### src/rtl/l0_skew_buffer_if.sv
// Write/read bus of the L0 skew buffer: write vector, read request, mode and registered lane outputs.
interface l0_skew_buffer_if #(
  parameter int unsigned ROW   = 8,
  parameter int unsigned BW    = 4,
  parameter int unsigned DEPTH = 64
);
  localparam int unsigned CW = $clog2(DEPTH + 1);

  logic [ROW*BW-1:0] in;
  logic              wr;
  logic              rd;
  logic [1:0]        mode;
  logic [ROW*BW-1:0] out;
  logic [ROW-1:0]    o_valid;
  logic              o_full;
  logic              o_ready;
  logic              o_empty;
  logic [CW-1:0]     o_count;
  logic              o_ovf;
  logic              o_udf;

  modport master (
    output in, wr, rd, mode,
    input  out, o_valid, o_full, o_ready, o_empty, o_count, o_ovf, o_udf
  );

  modport slave (
    input  in, wr, rd, mode,
    output out, o_valid, o_full, o_ready, o_empty, o_count, o_ovf, o_udf
  );
endinterface

### src/rtl/l0_skew_buffer.sv
// ROW parallel FIFO lanes feeding the MAC array west edge; broadcast, skewed-wavefront
// or round-robin read, with registered lane outputs and sticky overflow/underflow flags.
module l0_skew_buffer #(
  parameter int unsigned ROW   = 8,
  parameter int unsigned BW    = 4,
  parameter int unsigned DEPTH = 64
) (
  input logic              clk,
  input logic              reset,
  l0_skew_buffer_if.slave  bus
);
  localparam int unsigned CW = $clog2(DEPTH + 1);
  localparam int unsigned PW = $clog2(DEPTH);

  localparam logic [1:0] MODE_BCAST = 2'd0;
  localparam logic [1:0] MODE_SKEW  = 2'd1;
  localparam logic [1:0] MODE_RR    = 2'd2;

  logic [BW-1:0]     mem [ROW][DEPTH];
  logic [PW-1:0]     wr_ptr;
  logic [PW-1:0]     rd_ptr [ROW];
  logic [CW-1:0]     count [ROW];
  logic [1:0]        mode_q;
  logic [ROW-1:1]    skew_q;
  logic [ROW-1:0]    rr_q;
  logic [ROW*BW-1:0] out_q;
  logic [ROW-1:0]    valid_q;
  logic              full_q, ready_q, empty_q, ovf_q, udf_q;

  logic              mode_chg;
  logic [1:0]        eff_mode;
  logic [ROW-1:1]    skew_cur, skew_nxt;
  logic [ROW-1:0]    rr_cur, rr_nxt;
  logic [ROW-1:0]    en, pop;
  logic              push, ovf_hit, udf_hit, any_full, all_empty;
  logic [CW-1:0]     count_nxt [ROW];

  // Per-lane read enables; a mode change cancels delayed reads and rewinds the rr pointer
  always_comb begin
    mode_chg = (bus.mode != mode_q);
    eff_mode = (bus.mode == 2'd3) ? MODE_BCAST : bus.mode;
    skew_cur = mode_chg ? '0 : skew_q;
    rr_cur   = mode_chg ? ROW'(1) : rr_q;
    en       = '0;
    case (eff_mode)
      MODE_SKEW: en = {skew_cur, bus.rd};
      MODE_RR:   en = bus.rd ? rr_cur : '0;
      default:   en = {ROW{bus.rd}};
    endcase
    skew_nxt    = '0;
    skew_nxt[1] = bus.rd;
    for (int unsigned i = 2; i < ROW; i++) skew_nxt[i] = skew_cur[i-1];
    rr_nxt = (eff_mode == MODE_RR && bus.rd) ? {rr_cur[ROW-2:0], rr_cur[ROW-1]} : rr_cur;
  end

  // Push/pop decisions use the pre-pop full flag, so a full lane refuses writes even while draining
  always_comb begin
    push      = bus.wr & ~full_q;
    ovf_hit   = bus.wr & full_q;
    pop       = '0;
    udf_hit   = 1'b0;
    any_full  = 1'b0;
    all_empty = 1'b1;
    for (int unsigned i = 0; i < ROW; i++) begin
      pop[i]       = en[i] & (count[i] != '0);
      udf_hit      = udf_hit | (en[i] & (count[i] == '0));
      count_nxt[i] = count[i] + CW'(push) - CW'(pop[i]);
      any_full     = any_full | (count_nxt[i] == CW'(DEPTH));
      all_empty    = all_empty & (count_nxt[i] == '0);
    end
  end

  always_ff @(posedge clk) begin
    if (push) begin
      for (int unsigned i = 0; i < ROW; i++) mem[i][wr_ptr] <= bus.in[i*BW +: BW];
    end
  end

  always_ff @(posedge clk) begin
    if (reset) begin
      wr_ptr  <= '0;
      mode_q  <= MODE_BCAST;
      skew_q  <= '0;
      rr_q    <= ROW'(1);
      out_q   <= '0;
      valid_q <= '0;
      full_q  <= 1'b0;
      ready_q <= 1'b1;
      empty_q <= 1'b1;
      ovf_q   <= 1'b0;
      udf_q   <= 1'b0;
      for (int unsigned i = 0; i < ROW; i++) begin
        rd_ptr[i] <= '0;
        count[i]  <= '0;
      end
    end else begin
      if (push) wr_ptr <= wr_ptr + PW'(1);
      mode_q  <= bus.mode;
      skew_q  <= skew_nxt;
      rr_q    <= rr_nxt;
      valid_q <= pop;
      full_q  <= any_full;
      ready_q <= ~any_full;
      empty_q <= all_empty;
      ovf_q   <= ovf_q | ovf_hit;
      udf_q   <= udf_q | udf_hit;
      for (int unsigned i = 0; i < ROW; i++) begin
        count[i] <= count_nxt[i];
        if (pop[i]) begin
          out_q[i*BW +: BW] <= mem[i][rd_ptr[i]];
          rd_ptr[i]         <= rd_ptr[i] + PW'(1);
        end
      end
    end
  end

  assign bus.out     = out_q;
  assign bus.o_valid = valid_q;
  assign bus.o_full  = full_q;
  assign bus.o_ready = ready_q;
  assign bus.o_empty = empty_q;
  assign bus.o_count = count[0];
  assign bus.o_ovf   = ovf_q;
  assign bus.o_udf   = udf_q;
endmodule

### src/flat_wrapper.sv
// flat-port wrapper written by rule: the top's interface ports become plain ports
module l0_skew_buffer_flat 
#(
  parameter int unsigned ROW   = 8,
  parameter int unsigned BW    = 4,
  parameter int unsigned DEPTH = 64
)
  (clk, reset, bus_in, bus_wr, bus_rd, bus_mode, bus_out, bus_o_valid, bus_o_full, bus_o_ready, bus_o_empty, bus_o_count, bus_o_ovf, bus_o_udf);
  l0_skew_buffer_if #(.ROW(ROW), .BW(BW), .DEPTH(DEPTH)) bus_i ();
  input logic clk;
  input logic reset;
  input wire logic [$bits(bus_i.in)-1:0] bus_in;
  input wire logic [$bits(bus_i.wr)-1:0] bus_wr;
  input wire logic [$bits(bus_i.rd)-1:0] bus_rd;
  input wire logic [$bits(bus_i.mode)-1:0] bus_mode;
  output wire logic [$bits(bus_i.out)-1:0] bus_out;
  output wire logic [$bits(bus_i.o_valid)-1:0] bus_o_valid;
  output wire logic [$bits(bus_i.o_full)-1:0] bus_o_full;
  output wire logic [$bits(bus_i.o_ready)-1:0] bus_o_ready;
  output wire logic [$bits(bus_i.o_empty)-1:0] bus_o_empty;
  output wire logic [$bits(bus_i.o_count)-1:0] bus_o_count;
  output wire logic [$bits(bus_i.o_ovf)-1:0] bus_o_ovf;
  output wire logic [$bits(bus_i.o_udf)-1:0] bus_o_udf;
  assign bus_i.in = bus_in;
  assign bus_i.wr = bus_wr;
  assign bus_i.rd = bus_rd;
  assign bus_i.mode = bus_mode;
  assign bus_out = bus_i.out;
  assign bus_o_valid = bus_i.o_valid;
  assign bus_o_full = bus_i.o_full;
  assign bus_o_ready = bus_i.o_ready;
  assign bus_o_empty = bus_i.o_empty;
  assign bus_o_count = bus_i.o_count;
  assign bus_o_ovf = bus_i.o_ovf;
  assign bus_o_udf = bus_i.o_udf;
  l0_skew_buffer #(.ROW(ROW), .BW(BW), .DEPTH(DEPTH)) u_core (.clk(clk), .reset(reset), .bus(bus_i));
endmodule
### config.mk
export PLATFORM = sky130hd
export DESIGN_NAME = l0_skew_buffer_flat
export DESIGN_NICKNAME = d
export VERILOG_FILES = /design/src/rtl/l0_skew_buffer_if.sv /design/src/rtl/l0_skew_buffer.sv /design/src/flat_wrapper.sv
export SDC_FILE = /design/constraint.sdc
export NUM_CORES = 2
export LEC_CHECK = 0
export CORE_ASPECT_RATIO = 2
export CORE_MARGIN = 8
export CORE_UTILIZATION = 50
export CTS_CLUSTER_DIAMETER = 80
export DETAILED_ROUTE_END_ITERATION = 8
export GPL_TIMING_DRIVEN = 0
export PLACE_DENSITY = 0.66
export SETUP_SLACK_MARGIN = 0.2
export SKIP_CTS_REPAIR_TIMING = 1
export SLEW_MARGIN = 15
export SYNTH_ARGS = -nofsm -noshare
export SYNTH_HDL_FRONTEND = slang
export SYNTH_SLANG_ARGS = --single-unit
### constraint.sdc
create_clock -name clk -period 5.4 [get_ports clk]
set_input_delay 0.81 -clock clk [delete_from_list [all_inputs] [get_ports clk]]
set_output_delay 0.81 -clock clk [all_outputs]
set_load 0.02 [all_outputs]
* Word-level counts from Yosys, hierarchy flattened
Memory sizes are Yosys's and may differ from the RTL's. Index checks and enable logic that the tools add are counted.
Storage, ports and cells: output and inout bits 52, memories 3, input port bits 38, register bits 68, word-level logic and storage cells 239, memory bits (writable) 2152
Memories:
- u_core.mem | depth 8, width 256, rd ports 8, clocked after memory_dff 0, wr ports 8, RTL line l0_skew_buffer.sv:19 | logic [BW-1:0] mem [ROW][DEPTH];
- u_core.count | depth 8, width 7, rd ports 8, clocked after memory_dff 0, wr ports 8, RTL line l0_skew_buffer.sv:22 | logic [CW-1:0] count [ROW];
- u_core.rd_ptr | depth 8, width 6, rd ports 8, clocked after memory_dff 0, wr ports 8, RTL line l0_skew_buffer.sv:21 | logic [PW-1:0] rd_ptr [ROW];
Operators by class: muxes and demuxes 77, equal/unequal tests 12, reduce and logical (&&, ||, !) cells 26, bitwise gates (word level) 68, $lt $le $gt $ge 10, add/sub/neg operators 25
Operators with widths (number):
- $mux 256 | 1
- $bmux 4 s6 | 8
- $logic_not 7->1 | 16
- $mux 4 | 17
- $ge 7x7->1 const B | 9
- $mux 7 | 9
- $not 6->7 | 9
- $add 7x1->7 | 8
- $eq 7x7->1 const B | 8
- $reduce_bool 7->1 | 8
- $sub 7x1->7 | 8
- $add 6x1->6 const B | 9
- $mux 6 | 8
- $or 1x1->1 | 32
- $mux 1 | 28
- $and 1x1->1 | 25
- $demux 4 s6 | 1
- $mux 8 | 3
- $pmux 8 s2 | 1
- $lt 7x1->1 const B | 1
- $eq 2x2->1 const B | 2
- $eq 2x1->1 const B | 1
- $logic_and 1x1->1 | 2
- $mux 2 | 1
- other kinds (2) | 3

* Depth between registers and ports, before layout
word-level depth 15, gate-level depth with buffers 20, depth with buffers taken out 19

* Least setup slack after synthesis
OpenSTA, ideal clock, no wires.
path kind input-to-reg, from input port bus_wr, to memory u_core.mem[0][224] in the netlist's numbering, enable pin, stages on the path 6, buffers on the path 2, setup time 0.503 ns, data required time 4.897 ns, arrival time 5.067 ns, setup slack -0.169 ns, path through nor2b_1 clkbuf_1 and2_0 clkbuf_1 nand3_1 nor4_1
RTL lines:
- start, declared | RTL line flat_wrapper.sv:13 | input wire logic [$bits(bus_i.wr)-1:0] bus_wr;
- end, declared | RTL line l0_skew_buffer.sv:19

* Final worst setup path
from input port bus_mode[0], to register u_core.empty_q, in the netlist u_core.bus.o_empty
On the way: elaborated cells on any way between the ends 40, classes of those cells add/sub: 8; eq/ne: 4; mux: 5; bitwise: 15; reduce/logical: 8
RTL lines:
- start, declared | RTL line flat_wrapper.sv:15 | input wire logic [$bits(bus_i.mode)-1:0] bus_mode;
- $eq 2x2->1 / $ne 2x2->1 (equally long branches) | RTL line l0_skew_buffer.sv:41, l0_skew_buffer.sv:40
- $mux 2 / $mux 8 (equally long branches) | RTL line l0_skew_buffer.sv:41, l0_skew_buffer.sv:43
- $eq 2x2->1 (tied with other cells) | RTL line l0_skew_buffer.sv:45 | case (eff_mode)
- $pmux 8 s2 (*) | RTL line l0_skew_buffer.sv:45
- $and 1x1->1 (*) | RTL line l0_skew_buffer.sv:65 | pop[i] = en[i] & (count[i] != '0);
- via u_core.pop[4] | RTL line l0_skew_buffer.sv:34 | logic [ROW-1:0] en, pop;
- $sub 7x1->7 (*) | RTL line l0_skew_buffer.sv:67 | count_nxt[i] = count[i] + CW'(push) - CW'(pop[i]);
- $logic_not 7->1 (*) | RTL line l0_skew_buffer.sv:69 | all_empty = all_empty & (count_nxt[i] == '0);
- $and 1x1->1 (*) (4 in a row) | RTL line l0_skew_buffer.sv:69
- end signal, assigned | RTL line l0_skew_buffer.sv:104 | empty_q <= all_empty;
- end, declared | RTL line l0_skew_buffer.sv:28 | logic full_q, ready_q, empty_q, ovf_q, udf_q;
Mark *: on every way through the listed nets, which the timed path passes. The rest lies on a longest branch. A chain may end at the register's enable or synchronous reset.

==> impl_metrics.ini <==
[synthesis]
cell_types_occupying_the_most_area_after_synthesis = edfxtp_1, mux4_2, dfxtp_1, mux2i_1, ha_1
synth-seq-area-share_pct = 75.1
synth.cells.most_frequent = edfxtp_1, mux4_2, nor2_1
postSynthCellCount = 4357
synth-edff-count = 2096
synth_largest_area_cell = edfxtp_1
yosysWarnings = 0
synthesis.area_mm2 = 0.0871
synth_nets = 4484
synth_top_cell_area_share_pct = 72.2
synth_top_flop_cell = edfxtp_1
post_synth_num_cell_types = 75
synth-seq-cells = 2220
synth-async-reset-ratio_pct = 0
post_synth.cell_area_avg_um2 = 20.0
synth_most_common_cell = edfxtp_1

[clocking]
h-tree-depth = 4
cts_buffers = 189
cts_tree = yes
cts_root_buffer = clkbuf_16
clock_sink_count = 2220
clkSlewWorstSetupHoldPaths_ns = 0.07
ctsLongestPathBuffers = 4
clk-insertion-delay-late_ns = 0.83

[global_routing]
grt_antenna_before_repair = 11
globalRouteOverflowTotal = 0
first_global_vias = 47700
grt_start_max_net_pins = 65
first_pass_grt_wire_length_um = 347000
global_route.usage.total_pct = 25.8

[die]
ios = 90
fp.dieArea_mm2 = 0.189
core.rowCount = 216
die_width_um = 311
dieHeight_um = 606
floorplan.initialDensity_pct = 50.3
floorplan.core_area_mm2 = 0.173

[route]
ant_nets = 0
via_per_inst = 6.34
firstDrtPassIters = 5
via_count = 46000
post-route-drc-count = 0
drt_iter0_markers = 5167
postRouteWirelength_um = 247000
avgRoutedWirePerCell_um = 34.1

[layout]
area_growth_syn_to_layout_pct = 16.0
area.sequential_mm2 = 0.0654
drive_gt1_share_pct = 22.8
final_net_count = 4945
finish.utilization_pct = 58.3
multi_input_comb_area_mm2 = 0.0207
stdcell_count = 7259
num-fill-cells = 12400

[setup_path]
r2r_setup_slack_ns = 0.60
critical_path.slowest_cell = clkdlybuf4s50_1
crit_path_launch_type = input port
worst-endpoint-required_ns = 6.10
cp_slowest_stage_delay_ns = 0.53
cp_max_fo = 9
critical_path.most_common_cell = ha_1
endpoint_kind = flip-flop
crit_chain = clkdlybuf4s50_1 -> inv_1 -> ha_1 -> nand2_1 -> nor4_4 -> buf_4 -> a221oi_4 -> nor2b_1 -> ha_1 -> inv_1 -> ha_1 -> fa_1 -> a211o_1 -> a31oi_1 -> o21bai_1 -> xnor2_1 -> and4_1 -> nand4b_1 -> o41ai_1
critical_path_buf_inv_count = 4
timing_worst_setup_path_type = input port to flip-flop
cp_data_arrival_time_ns = 5.71
cpLargestDelayFamily = compound AO/OA/AOI/OAI gates

[sta]
report.final.hold_viol_count = 0
relSlewSlack_pct = 13.1
worst_clock_skew_ns = 0.0406
grt_setup_unrepaired = no
fin_crit_ns = 5.01
timing.final.ws_setup_ns = 0.388
tightest_slew_ns = 1.30
final.hold.worst_slack_ns = 0.292
fin_crit_share_pct = 92.8
max_freq_mhz = 200
final_max_slew_viol_count = 0
setup-violations-final = 0

[place]
dp_cells = 6911
io_buffer_count = 88
post-dp-hpwl_um = 172000
routabilityCongestion = 0.854
worst_slack_at_placement_ns = -0.907

[power_and_ir_drop]
power_density_mw_per_mm2 = 400
total_leakage_power_uw = 0.0322
irDropWorstVdd_uv = 319

[outcome]
run_status = completed

[hold_path]
hp-class = input port to flip-flop

[run]
max_cap_viol_count = 0
==> per-stage QoR <==
| step | setup TNS [ns] | power, uW | cell area, um2 |
|---|---|---|---|
| 3_5_place_dp | -2.14 | 27000 | 94900 |
| 2_1_floorplan | 0 | 24600 | 87100 |
| 3_3_place_gp | -4874.39 | 26800 | 90900 |
| 6_report | 0 | 40400 | 101000 |
| 4_1_cts | -0.0684 | 40500 | 101000 |
| 5_1_grt | 0 | 41600 | 101000 |
==> worst paths after layout <==
kind | end | cells after the start | from
worst min register to register | u_core.bus.out[16] | 2 | u_core.bus.out[16]
worst max register to register | u_core.bus.o_empty | 16 | u_core.mode_q[1]
worst min-delay path | u_core.mem[1][561] | 1 | bus_in[25]
worst max-delay path | u_core.bus.o_empty | 19 | bus_mode[0]
==> cell families (layout without fill, tap and decap cells) <==
| group | after synthesis | in the layout | share of synthesized area (%) |
|---|---|---|---|
| DFF | 2220 | 2220 | 75.1 |
| muxes | 624 | 624 | 13.9 |
| and+or+nand+nor | 579 | 579 | 3.17 |
| AOI/OAI and AO/OA | 453 | 453 | 3.94 |
| buffers and inverters | 314 | 922 | 1.73 |
| adders and majority gates | 89 | 89 | 1.35 |
| xor gates and xnor gates | 78 | 78 | 0.784 |
| other | 0 | 5 | 0 |
==> registers in the layout (all words and copies together), names as in the netlist, 6 cells and up <==
name	cells
u_core.bus.out	32
u_core.rr_q	8
u_core.wr_ptr	6
u_core.skew_q	7
u_core.rd_ptr	48
u_core.bus.o_valid	8
u_core.mem	2048
u_core.count	56
==> power by group <==
group | switching, uW | leakage (uW) | internal [uW]
Combinational | 4140 | 0.00928 | 3060
Sequential | 287 | 0.0200 | 19200
Clock | 6160 | 0.00293 | 7540
==> cells in the final DEF, fill, tap and decap left out, drive strengths merged, types with 58 or more instances in the layout <==
| cell | count |
|---|---|
| mux4 | 470 |
| buf | 331 |
| clkbuf | 333 |
| clkinv | 72 |
| a22o | 60 |
| o221ai | 91 |
| nand2 | 146 |
| dfxtp | 124 |
| edfxtp | 2096 |
| ha | 81 |
| nor2b | 58 |
| inv | 97 |
| nor2 | 201 |
| mux2i | 153 |
==> per-layer routing <==
layer,share of wire (%),GRT usage (%),vias to the layer above
met5,0.016,0,-
met4,7.3,16.0,6
met3,6.9,3.90,716
met2,53,46.6,2248
met1,33,28.5,24200
li1,-,-,18800
==> cell type report <==
| type | count | area share [%] |
|---|---|---|
| well taps | 2289 | 2.83 |
| plain buffers | 219 | 1.15 |
| multi-input cells | 1823 | 20.5 |
| flip-flops and latches | 2220 | 64.7 |
| clock inverters | 107 | 1.06 |
| repair buffers | 270 | 4.41 |
| diodes | 5 | 0.0124 |
| inverters | 95 | 0.353 |
| clock buffers | 231 | 4.93 |
Note: power is estimated with default switching activity, not from simulation.
